**src/rtl/sm3_pad_core_dw.sv**
```systemverilog
// SM3 message padder: INPT_DW-wide byte-enabled beats in, 32-bit big-endian padded words out.
// Optional byte-enable checking is compiled in with `define SM3_PAD_ERR_EN.
module sm3_pad_core_dw #(
  parameter int INPT_DW = 32,
  parameter int LEN_W   = 64
) (
  input  logic                 clk,
  input  logic                 rst,
  input  logic [INPT_DW-1:0]   msg_inpt_d_i,
  input  logic [INPT_DW/8-1:0] msg_inpt_vld_byte_i,
  input  logic                 msg_inpt_vld_i,
  input  logic                 msg_inpt_lst_i,
  output logic                 msg_inpt_rdy_o,
  input  logic                 pad_otpt_ena_i,
  output logic [31:0]          pad_otpt_d_o,
  output logic                 pad_otpt_vld_o,
  output logic                 pad_otpt_lst_o,
  output logic                 pad_otpt_err_o
);

  localparam int NB = INPT_DW / 8;
  localparam int NW = INPT_DW / 32;
  localparam int BW = $clog2(NB + 1);
  localparam int CW = $clog2(NW + 1);

  typedef enum logic [2:0] {S_IDLE, S_DATA, S_PAD, S_ZERO, S_LENH, S_LENL} st_t;

  function automatic logic [BW-1:0] pop_bytes(input logic [NB-1:0] en);
    logic [BW-1:0] c;
    c = '0;
    for (int i = 0; i < NB; i++) c = c + BW'(en[i]);
    return c;
  endfunction

  // Keep the first nb bytes, place the 0x80 marker right after them, clear the rest.
  function automatic logic [INPT_DW-1:0] pad_beat(input logic [INPT_DW-1:0] d,
                                                  input logic [BW-1:0] nb);
    logic [INPT_DW-1:0] r;
    r = d;
    for (int b = 0; b < NB; b++) begin
      if (BW'(b) == nb)     r[INPT_DW-1-8*b -: 8] = 8'h80;
      else if (BW'(b) > nb) r[INPT_DW-1-8*b -: 8] = 8'h00;
    end
    return r;
  endfunction

  // Words of a beat worth emitting; a short last beat ends with its marker word.
  function automatic logic [CW-1:0] beat_words(input logic lst, input logic [BW-1:0] nb);
    if (!lst || nb == BW'(NB)) return CW'(NW);
    return CW'(nb >> 2) + CW'(1);
  endfunction

  st_t                st_q;
  logic [INPT_DW-1:0] hold_d_p0;
  logic [CW-1:0]      hold_cnt_p0;
  logic               hold_pad_p0;
  logic [31:0]        d_p1;
  logic               vld_p1;
  logic               lst_p1;
  logic [3:0]         wix_q;
  logic [LEN_W-1:0]   bit_len_q;
  logic [LEN_W-1:0]   len_q;
  logic               busy_q;
  logic [63:0]        len64;

  logic [BW-1:0]      beat_nb;
  logic [INPT_DW-1:0] beat_d;
  logic [CW-1:0]      beat_w;
  logic               beat_pad;
  logic [LEN_W-1:0]   beat_bits;
  logic               can_load;
  logic               acc;
  logic               ld_vld;
  logic               ld_lst;
  logic               ld_pad;
  logic               ld_hold;
  logic               ld_byp;
  logic               ld_gen;
  logic [31:0]        ld_d;

  assign len64    = 64'(len_q);
  assign can_load = !vld_p1 || pad_otpt_ena_i;
  assign msg_inpt_rdy_o = !busy_q &&
                          ((hold_cnt_p0 == '0) || (hold_cnt_p0 == CW'(1) && can_load));
  assign acc = msg_inpt_vld_i && msg_inpt_rdy_o;

  assign pad_otpt_d_o   = d_p1;
  assign pad_otpt_vld_o = vld_p1;
  assign pad_otpt_lst_o = lst_p1;

  // Stage p0 -> p1: pick the next word (holding reg, then bypassed beat, then padding FSM)
  always_comb begin
    beat_nb   = pop_bytes(msg_inpt_vld_byte_i);
    beat_d    = msg_inpt_lst_i ? pad_beat(msg_inpt_d_i, beat_nb) : msg_inpt_d_i;
    beat_w    = beat_words(msg_inpt_lst_i, beat_nb);
    beat_pad  = msg_inpt_lst_i && (beat_nb != BW'(NB));
    beat_bits = LEN_W'({beat_nb, 3'b000});
    ld_vld    = 1'b0;
    ld_lst    = 1'b0;
    ld_pad    = 1'b0;
    ld_hold   = 1'b0;
    ld_byp    = 1'b0;
    ld_gen    = 1'b0;
    ld_d      = '0;
    if (can_load) begin
      if (hold_cnt_p0 != '0) begin
        ld_vld  = 1'b1;
        ld_hold = 1'b1;
        ld_d    = hold_d_p0[INPT_DW-1 -: 32];
        ld_pad  = hold_pad_p0 && (hold_cnt_p0 == CW'(1));
      end else if (acc) begin
        ld_vld = 1'b1;
        ld_byp = 1'b1;
        ld_d   = beat_d[INPT_DW-1 -: 32];
        ld_pad = beat_pad && (beat_w == CW'(1));
      end else begin
        case (st_q)
          S_PAD: begin
            ld_vld = 1'b1;
            ld_gen = 1'b1;
            ld_pad = 1'b1;
            ld_d   = 32'h8000_0000;
          end
          S_ZERO: begin
            ld_vld = 1'b1;
            ld_gen = 1'b1;
          end
          S_LENH: begin
            ld_vld = 1'b1;
            ld_gen = 1'b1;
            ld_d   = len64[63:32];
          end
          S_LENL: begin
            ld_vld = 1'b1;
            ld_gen = 1'b1;
            ld_lst = 1'b1;
            ld_d   = len64[31:0];
          end
          default: ;
        endcase
      end
    end
  end

  // Stage p1: registered output word, word index, message bookkeeping
  always_ff @(posedge clk) begin
    if (rst) begin
      st_q        <= S_IDLE;
      hold_cnt_p0 <= '0;
      hold_pad_p0 <= 1'b0;
      d_p1        <= '0;
      vld_p1      <= 1'b0;
      lst_p1      <= 1'b0;
      wix_q       <= '0;
      bit_len_q   <= '0;
      busy_q      <= 1'b0;
    end else begin
      if (ld_vld) begin
        d_p1   <= ld_d;
        vld_p1 <= 1'b1;
        lst_p1 <= ld_lst;
        wix_q  <= wix_q + 4'd1;
      end else if (pad_otpt_ena_i) begin
        vld_p1 <= 1'b0;
        lst_p1 <= 1'b0;
      end
      if (vld_p1 && lst_p1 && pad_otpt_ena_i) busy_q <= 1'b0;
      if (ld_hold) hold_cnt_p0 <= hold_cnt_p0 - CW'(1);
      if (acc) begin
        hold_cnt_p0 <= ld_byp ? beat_w - CW'(1) : beat_w;
        hold_pad_p0 <= beat_pad;
        if (msg_inpt_lst_i) begin
          bit_len_q <= '0;
          busy_q    <= 1'b1;
          st_q      <= beat_pad ? S_DATA : S_PAD;
        end else begin
          bit_len_q <= bit_len_q + beat_bits;
          st_q      <= S_DATA;
        end
      end
      // A marker word at index 14 or 15 leaves no room for the length: zeros spill into a new block
      if (ld_vld && ld_pad) begin
        st_q <= (wix_q == 4'd13) ? S_LENH : S_ZERO;
      end else if (ld_gen) begin
        case (st_q)
          S_ZERO:  if (wix_q == 4'd13) st_q <= S_LENH;
          S_LENH:  st_q <= S_LENL;
          S_LENL:  st_q <= S_IDLE;
          default: ;
        endcase
      end
    end
  end

  always_ff @(posedge clk) begin
    if (ld_hold) hold_d_p0 <= hold_d_p0 << 32;
    if (acc)     hold_d_p0 <= ld_byp ? (beat_d << 32) : beat_d;
    if (acc && msg_inpt_lst_i) len_q <= bit_len_q + beat_bits;
  end

`ifdef SM3_PAD_ERR_EN
  function automatic logic en_contig(input logic [NB-1:0] en);
    logic seen_zero;
    logic ok;
    seen_zero = 1'b0;
    ok        = 1'b1;
    for (int i = NB - 1; i >= 0; i--) begin
      if (!en[i])         seen_zero = 1'b1;
      else if (seen_zero) ok = 1'b0;
    end
    return ok;
  endfunction

  logic err_p1;

  always_ff @(posedge clk) begin
    if (rst) err_p1 <= 1'b0;
    else     err_p1 <= acc && (!en_contig(msg_inpt_vld_byte_i) ||
                               (!msg_inpt_lst_i && msg_inpt_vld_byte_i != '1));
  end

  assign pad_otpt_err_o = err_p1;
`else
  assign pad_otpt_err_o = 1'b0;
`endif

endmodule
```
**config.mk**
```make
export PLATFORM = sky130hd
export DESIGN_NAME = sm3_pad_core_dw
export DESIGN_NICKNAME = d
export VERILOG_FILES = /design/src/rtl/sm3_pad_core_dw.sv
export SDC_FILE = /design/constraint.sdc
export NUM_CORES = 1
export LEC_CHECK = 0
export CAP_MARGIN = 0
export CORE_UTILIZATION = 35
export DETAILED_ROUTE_END_ITERATION = 7
export GPL_ROUTABILITY_DRIVEN = 0
export GPL_TIMING_DRIVEN = 0
export SYNTH_ARGS = -nofsm -noshare
export SYNTH_HDL_FRONTEND = slang
export SYNTH_SLANG_ARGS = --single-unit
```
**constraint.sdc**
```tcl
create_clock -name clk -period 11.9 [get_ports clk]
set_input_delay 2.38 -clock clk [delete_from_list [all_inputs] [get_ports clk]]
set_output_delay 2.38 -clock clk [all_outputs]
set_load 0.01 [all_outputs]
```
# Word-level counts from Yosys, hierarchy flattened
# Cells that the tools add are included.
# totals
regBits	204
out_inout_bits	36
wordCells	111
# classes
add_sub_neg	8
magnitude_cmp	4
n_eq_ne	10
mux	57
n_bitwise	1
n_reduce_logical	20
# op_table
operator	n
$mux W32	7
$pmux W32 S3	1
$add A64 B6 Y64	1
$mux W64	1
$mux W8	8
$mux W1	32
$mux W3	5
$logic_and A1 B1 Y1	10
$eq A3 B3 Y1 const B	3
$pmux W3 S3	1
$eq A2 B3 Y1 const A	2
$eq A3 B2 Y1 const B	2
$gt A1 B3 Y1 const A	2
$gt A2 B3 Y1 const A	2
$add A4 B1 Y4 const B	1
$eq A4 B4 Y1 const B	1
$mux W2	2
$reduce_bool A2 Y1	2
$reduce_or A4 Y1	1
$add A2 B1 Y3	1
$add A3 B1 Y3	1
$eq A1 B3 Y1 const A	1
$logic_not A1 Y1	3
$logic_not A3 Y1	1
6 further kinds	9

# Logic depth before layout (Yosys ltp)
# Gate-level depths: netlist of the first run.
# logic_depth
ltp_word	13
ltp_mapped	13
depth_no_buf	10

# Worst setup path after synthesis of the first run
# Ideal clock, no wire load.
# synth_timing
path_kind	input to register
start	input port msg_inpt_vld_i
end	register len_q[10], in the netlist len64[10] (enable)
arrival_ps	5567
setup_slack_ps	5852
cell_stages	5
path_buffers	2
cell_sequence	nand2b_1 clkbuf_1 a21o_1 clkbuf_1 nor2_1
# synth_between
elab_chain_cells	2
# synth_rtl
element	line_no	source
start: declaration	11	input logic msg_inpt_vld_i,
$logic_and A1 B1 Y1	85	assign acc = msg_inpt_vld_i && msg_inpt_rdy_o;
$logic_and A1 B1 Y1	198	if (acc && msg_inpt_lst_i) len_q <= bit_len_q + beat_bits;
end signal: assignment	198	
end: declaration	62	logic [LEN_W-1:0] len_q;
# Every way passes these cells.
# A chain may end at the register's enable or synchronous reset.

# Final worst setup path of the first run
# layout_timing
start	input port pad_otpt_ena_i
end	output port msg_inpt_rdy_o
# layout_between
elab_chain_cells	4
# layout_rtl
element	line_no	source
start: declaration	14	input logic pad_otpt_ena_i,
$logic_or A1 B1 Y1	82	assign can_load = !vld_p1 || pad_otpt_ena_i;
$logic_and A1 B1 Y1	84	((hold_cnt_p0 == '0) || (hold_cnt_p0 == CW'(1) && can_load));
$logic_or A1 B1 Y1	84	
$logic_and A1 B1 Y1	83	assign msg_inpt_rdy_o = !busy_q &&
end: declaration	13	output logic msg_inpt_rdy_o,
# Every way passes these cells.

==> impl_metrics.tcl, run 1 <==
set metrics [dict create \
    routed_wl_um 28900 \
    post_cts_buffers 0 \
    async_flop_share 0 \
    postSynthCellCount 1011 \
    synthTopCellsByArea "sky130_fd_sc_hd__edfxtp_1 29%, sky130_fd_sc_hd__dfxtp_1 22%, sky130_fd_sc_hd__nor2_1 4.3%" \
    crit_type "primary input to output port" \
    p_switching_w 0.000446 \
    clock_insertion_delay_worst_skew_ns 0.45 \
    antenna_found_initial 0 \
    power_per_cell_area_nw_per_um2 135 \
    cts.path.max_buffers 2 \
    post_cts_resized 0 \
    antenna_cells 0 \
    post_synth_instance_area_um2 9730 \
    timing.critical_path.required_ns 9.52 \
    synthMostInstantiatedCell "sky130_fd_sc_hd__nor2_1" \
    cts.sinks 198 \
    place_hpwl_um 21500 \
    finalSetupViolCount 0 \
    crit_arrival_ns 4.16 \
    main_combinational_cell_family_by_area_after_synthesis "simple AND/OR/NAND/NOR gates" \
    postSynthRegisterBits 198 \
    edff_count_synth 93 \
    die_area_um2 28500 \
    xor_xnor_share_of_the_synthesized_area 0.0576 \
    run_status "complete, no violations" \
    grt_pass1_vias 7674 \
    synth_warnings 0 \
    synthFlopType "sky130_fd_sc_hd__dfxtp_1" \
    design_power_total_w 0.00157 \
    post_synth_and_or_nand_nor_area_fraction 0.198 \
    finalHoldViolCount 0 \
    floorplan.core_area_um2 27100 \
    initial_core_util 0.359 \
    root_buffer "sky130_fd_sc_hd__clkbuf_16" \
    final_core_util 0.428 \
    critical_path.endpoint_type "output port" \
    initialDrtViolationCount 762 \
    fp-row-count 60 \
    synthDistinctLibCells 62 \
    layout_worst_path_cycle_share 0.550 \
    yosys-top-cells-count "111 x sky130_fd_sc_hd__nor2_1, 105 x sky130_fd_sc_hd__dfxtp_1, 93 x sky130_fd_sc_hd__edfxtp_1" \
    ys_seq_area_frac 0.503 \
    max-cap-violations 0 \
    final_cell_count_no_fill 1491 \
    tritoncts.num_buffers 17 \
    max_slew_margin 0.385 \
    clock_tree_from_tritoncts "built" \
    seqPwrFrac 0.489 \
    maximum_number_of_pins_on_one_net_before_global_route_repair 37 \
    route.vias.total 8258 \
    synthMuxAreaShare 0.00437 \
    max_fanout_on_critical_path 10 \
    comb_power_share 0.137 \
    clock-skew-final_ns 0.0151 \
    global_route_wire_length_before_repair_um 44700 \
    cellLeakagePower_nw 4.01 \
    mappedNetlistNets 1063 \
    port_buffers 74 \
    clkPwrFrac 0.374 \
    drtPass1Iterations 5 \
    io_pins 77 \
    hold_path_class "register to register" \
    max_freq_ghz 0.153 \
    vias_per_cell 5.54 \
    fraction_of_synthesized_cell_area_taken_by_the_top_area_cell_type 0.287 \
    detail-route-antenna-nets 0 \
    netlist.top_cell.by_area "sky130_fd_sc_hd__edfxtp_1" \
    tns_ns 0 \
    switching_fraction 0.284 \
    maxSlewViolCount 0 \
    floorplan.die.width_um 169 \
    drcViolationCount 0 \
    placed_cells_incl_taps 1459 \
    holdBufCountCts 0 \
    cell_internal_pwr_w 0.00112 \
    vdd.ir_drop.worst_mv 0.103 \
    synth.avg_cell_area_um2 9.63 \
    worstMarginPinSlew_ns 0.915 \
    wl_per_cell_um 19.4 \
    layout.filler_cells 2605 \
    synth_area_in_adders 0.0157 \
    fin_hold_ws_ns 0.455 \
    rsz0062_at_grt "no" \
    setup.worst_path.start_class "primary input" \
    cts_max_level 4 \
    final_nets 1158 \
    floorplan.die.height_um 169 \
    globalRouteOverflowTotal 0 \
    grt_overall_usage 0.207 \
    synth_compound_area_frac 0.184 \
    min_period_ns 6.54 \
    path_clk_slew_ns 0.07 \
    drive_gt1_frac 0.0536 \
    syn2layout_area_growth_pct 19.2 \
]
-- stage by stage --
step                      setup slack (ns)  instance area (um2)
final                                 5.36                11600
after global routing                  5.23                11600
after CTS                             5.38                11600
after detailed placement              5.38                11000
after global placement                3.93                10900
after floorplan                       5.85                 9730
-- power groups by stage --
stage / Combinational, W / Sequential [W] / Clock (W)
after floorplan: 0.000112 / 0.000787 / 0
after global placement: 0.000209 / 0.000784 / 0
after detailed placement: 0.000214 / 0.000782 / 0
after CTS: 0.000215 / 0.000767 / 0.000594
after global routing: 0.000234 / 0.000771 / 0.000622
final: 0.000215 / 0.000767 / 0.000586
-- critical path, cell delays in order --
cell,delay [ns]
sky130_fd_sc_hd__clkdlybuf4s50_1,0.46
sky130_fd_sc_hd__nor2b_1,0.20
sky130_fd_sc_hd__buf_1,0.43
sky130_fd_sc_hd__a21oi_1,0.17
sky130_fd_sc_hd__clkdlybuf4s50_1,0.52
-- state kept, by name, summed over array words and instances (netlist names) --
signal,cells
hold_pad_p0,1
pad_otpt_lst_o,1
len64,61
bit_len_q,61
hold_d_p0,32
pad_otpt_vld_o,1
pad_otpt_d_o,32
hold_cnt_p0,1
busy_q,1
st_q,3
wix_q,4
-- cell usage in the layout (no fill, tap or decap), drive strengths merged, types with 3 or more instances in the layout --
| master | n |
|---|---|
| a22oi | 10 |
| ha | 9 |
| a221oi | 25 |
| o211ai | 4 |
| a41oi | 3 |
| o21ai | 47 |
| nand4 | 23 |
| nor2b | 7 |
| nand2 | 72 |
| a211oi | 42 |
| clkinv | 4 |
| and3 | 22 |
| nand3 | 28 |
| o31ai | 10 |
| clkdlybuf4s50 | 74 |
| xnor2 | 38 |
| or4 | 6 |
| and2 | 16 |
| nand2b | 8 |
| inv | 22 |
| edfxtp | 93 |
| nor2 | 112 |
| nor3 | 32 |
| dfxtp | 105 |
| a31oi | 16 |
| nor4 | 10 |
| or3 | 24 |
| a22o | 18 |
| a21o | 10 |
| and4 | 8 |
| o21a | 3 |
| a21oi | 71 |
| buf | 17 |
| xor2 | 26 |
| a222oi | 4 |
| clkbuf | 80 |
-- metal layers --
metal	part of all wire	track usage	vias to the layer above
met5	0	0	-
met4	0.030	0.0802	0
met3	0.052	0.0344	49
met2	0.46	0.336	273
met1	0.45	0.276	3984
li1	-	-	3952
-- cell type report --
cell class | count | area (um2) | area share
flip-flops and latches | 198 | 4890 | 0.422
repair buffers | 76 | 788 | 0.0679
clock inverters | 15 | 170 | 0.0147
multi-input cells | 723 | 4490 | 0.387
inverters | 12 | 45.0 | 0.00388
plain buffers | 78 | 324 | 0.0279
clock buffers | 17 | 425 | 0.0367
well taps | 372 | 465 | 0.0401
-- path summary, 6_finish.rpt --
path                    start          endpoint  slack [ns]  cells past startpoint
max            pad_otpt_ena_i    msg_inpt_rdy_o        5.36                      5
min          pad_otpt_d_o[16]  pad_otpt_d_o[16]        0.46                      2
max reg2reg      bit_len_q[3]         len64[37]        8.74                     10
min reg2reg  pad_otpt_d_o[16]  pad_otpt_d_o[16]        0.46                      2
-- cells by family (layout without fill, tap and decap cells) --
family / after synthesis / count (layout)
compound gates: 270 / 270
simple gates: 373 / 373
mux: 4 / 4
other cells: 1 / 1
xor+xnor: 64 / 64
fa+ha+maj: 11 / 11
buf+inv: 90 / 198
flops: 198 / 198
No activity file was read; power rests on OpenSTA's default activity.
==> run 2: changes to the inputs <==
==> constraint.sdc (replaced) <==
create_clock -name clk -period 6.44 [get_ports clk]
set_input_delay 1.288 -clock clk [delete_from_list [all_inputs] [get_ports clk]]
set_output_delay 1.288 -clock clk [all_outputs]
set_load 0.01 [all_outputs]
==> results of run 2 <==
The final DEF is identical to that of run 1. Status: complete, no violations.
Main changes from that run: setup slack after placement 5.38 ns -> 1.01 ns; clock-pin slew on the worst setup and hold paths 0.07 ns -> 0.08 ns; setup slack after layout 5.36 ns -> 1.41 ns; start point of the critical path pad_otpt_ena_i -> msg_inpt_vld_byte_i[0]; end point of the critical path msg_inpt_rdy_o -> len64[37]; register-to-register setup slack 8.74 ns -> 3.28 ns; total power 0.00157 W -> 0.00290 W; worst IR drop on VDD 0.103 mV -> 0.191 mV
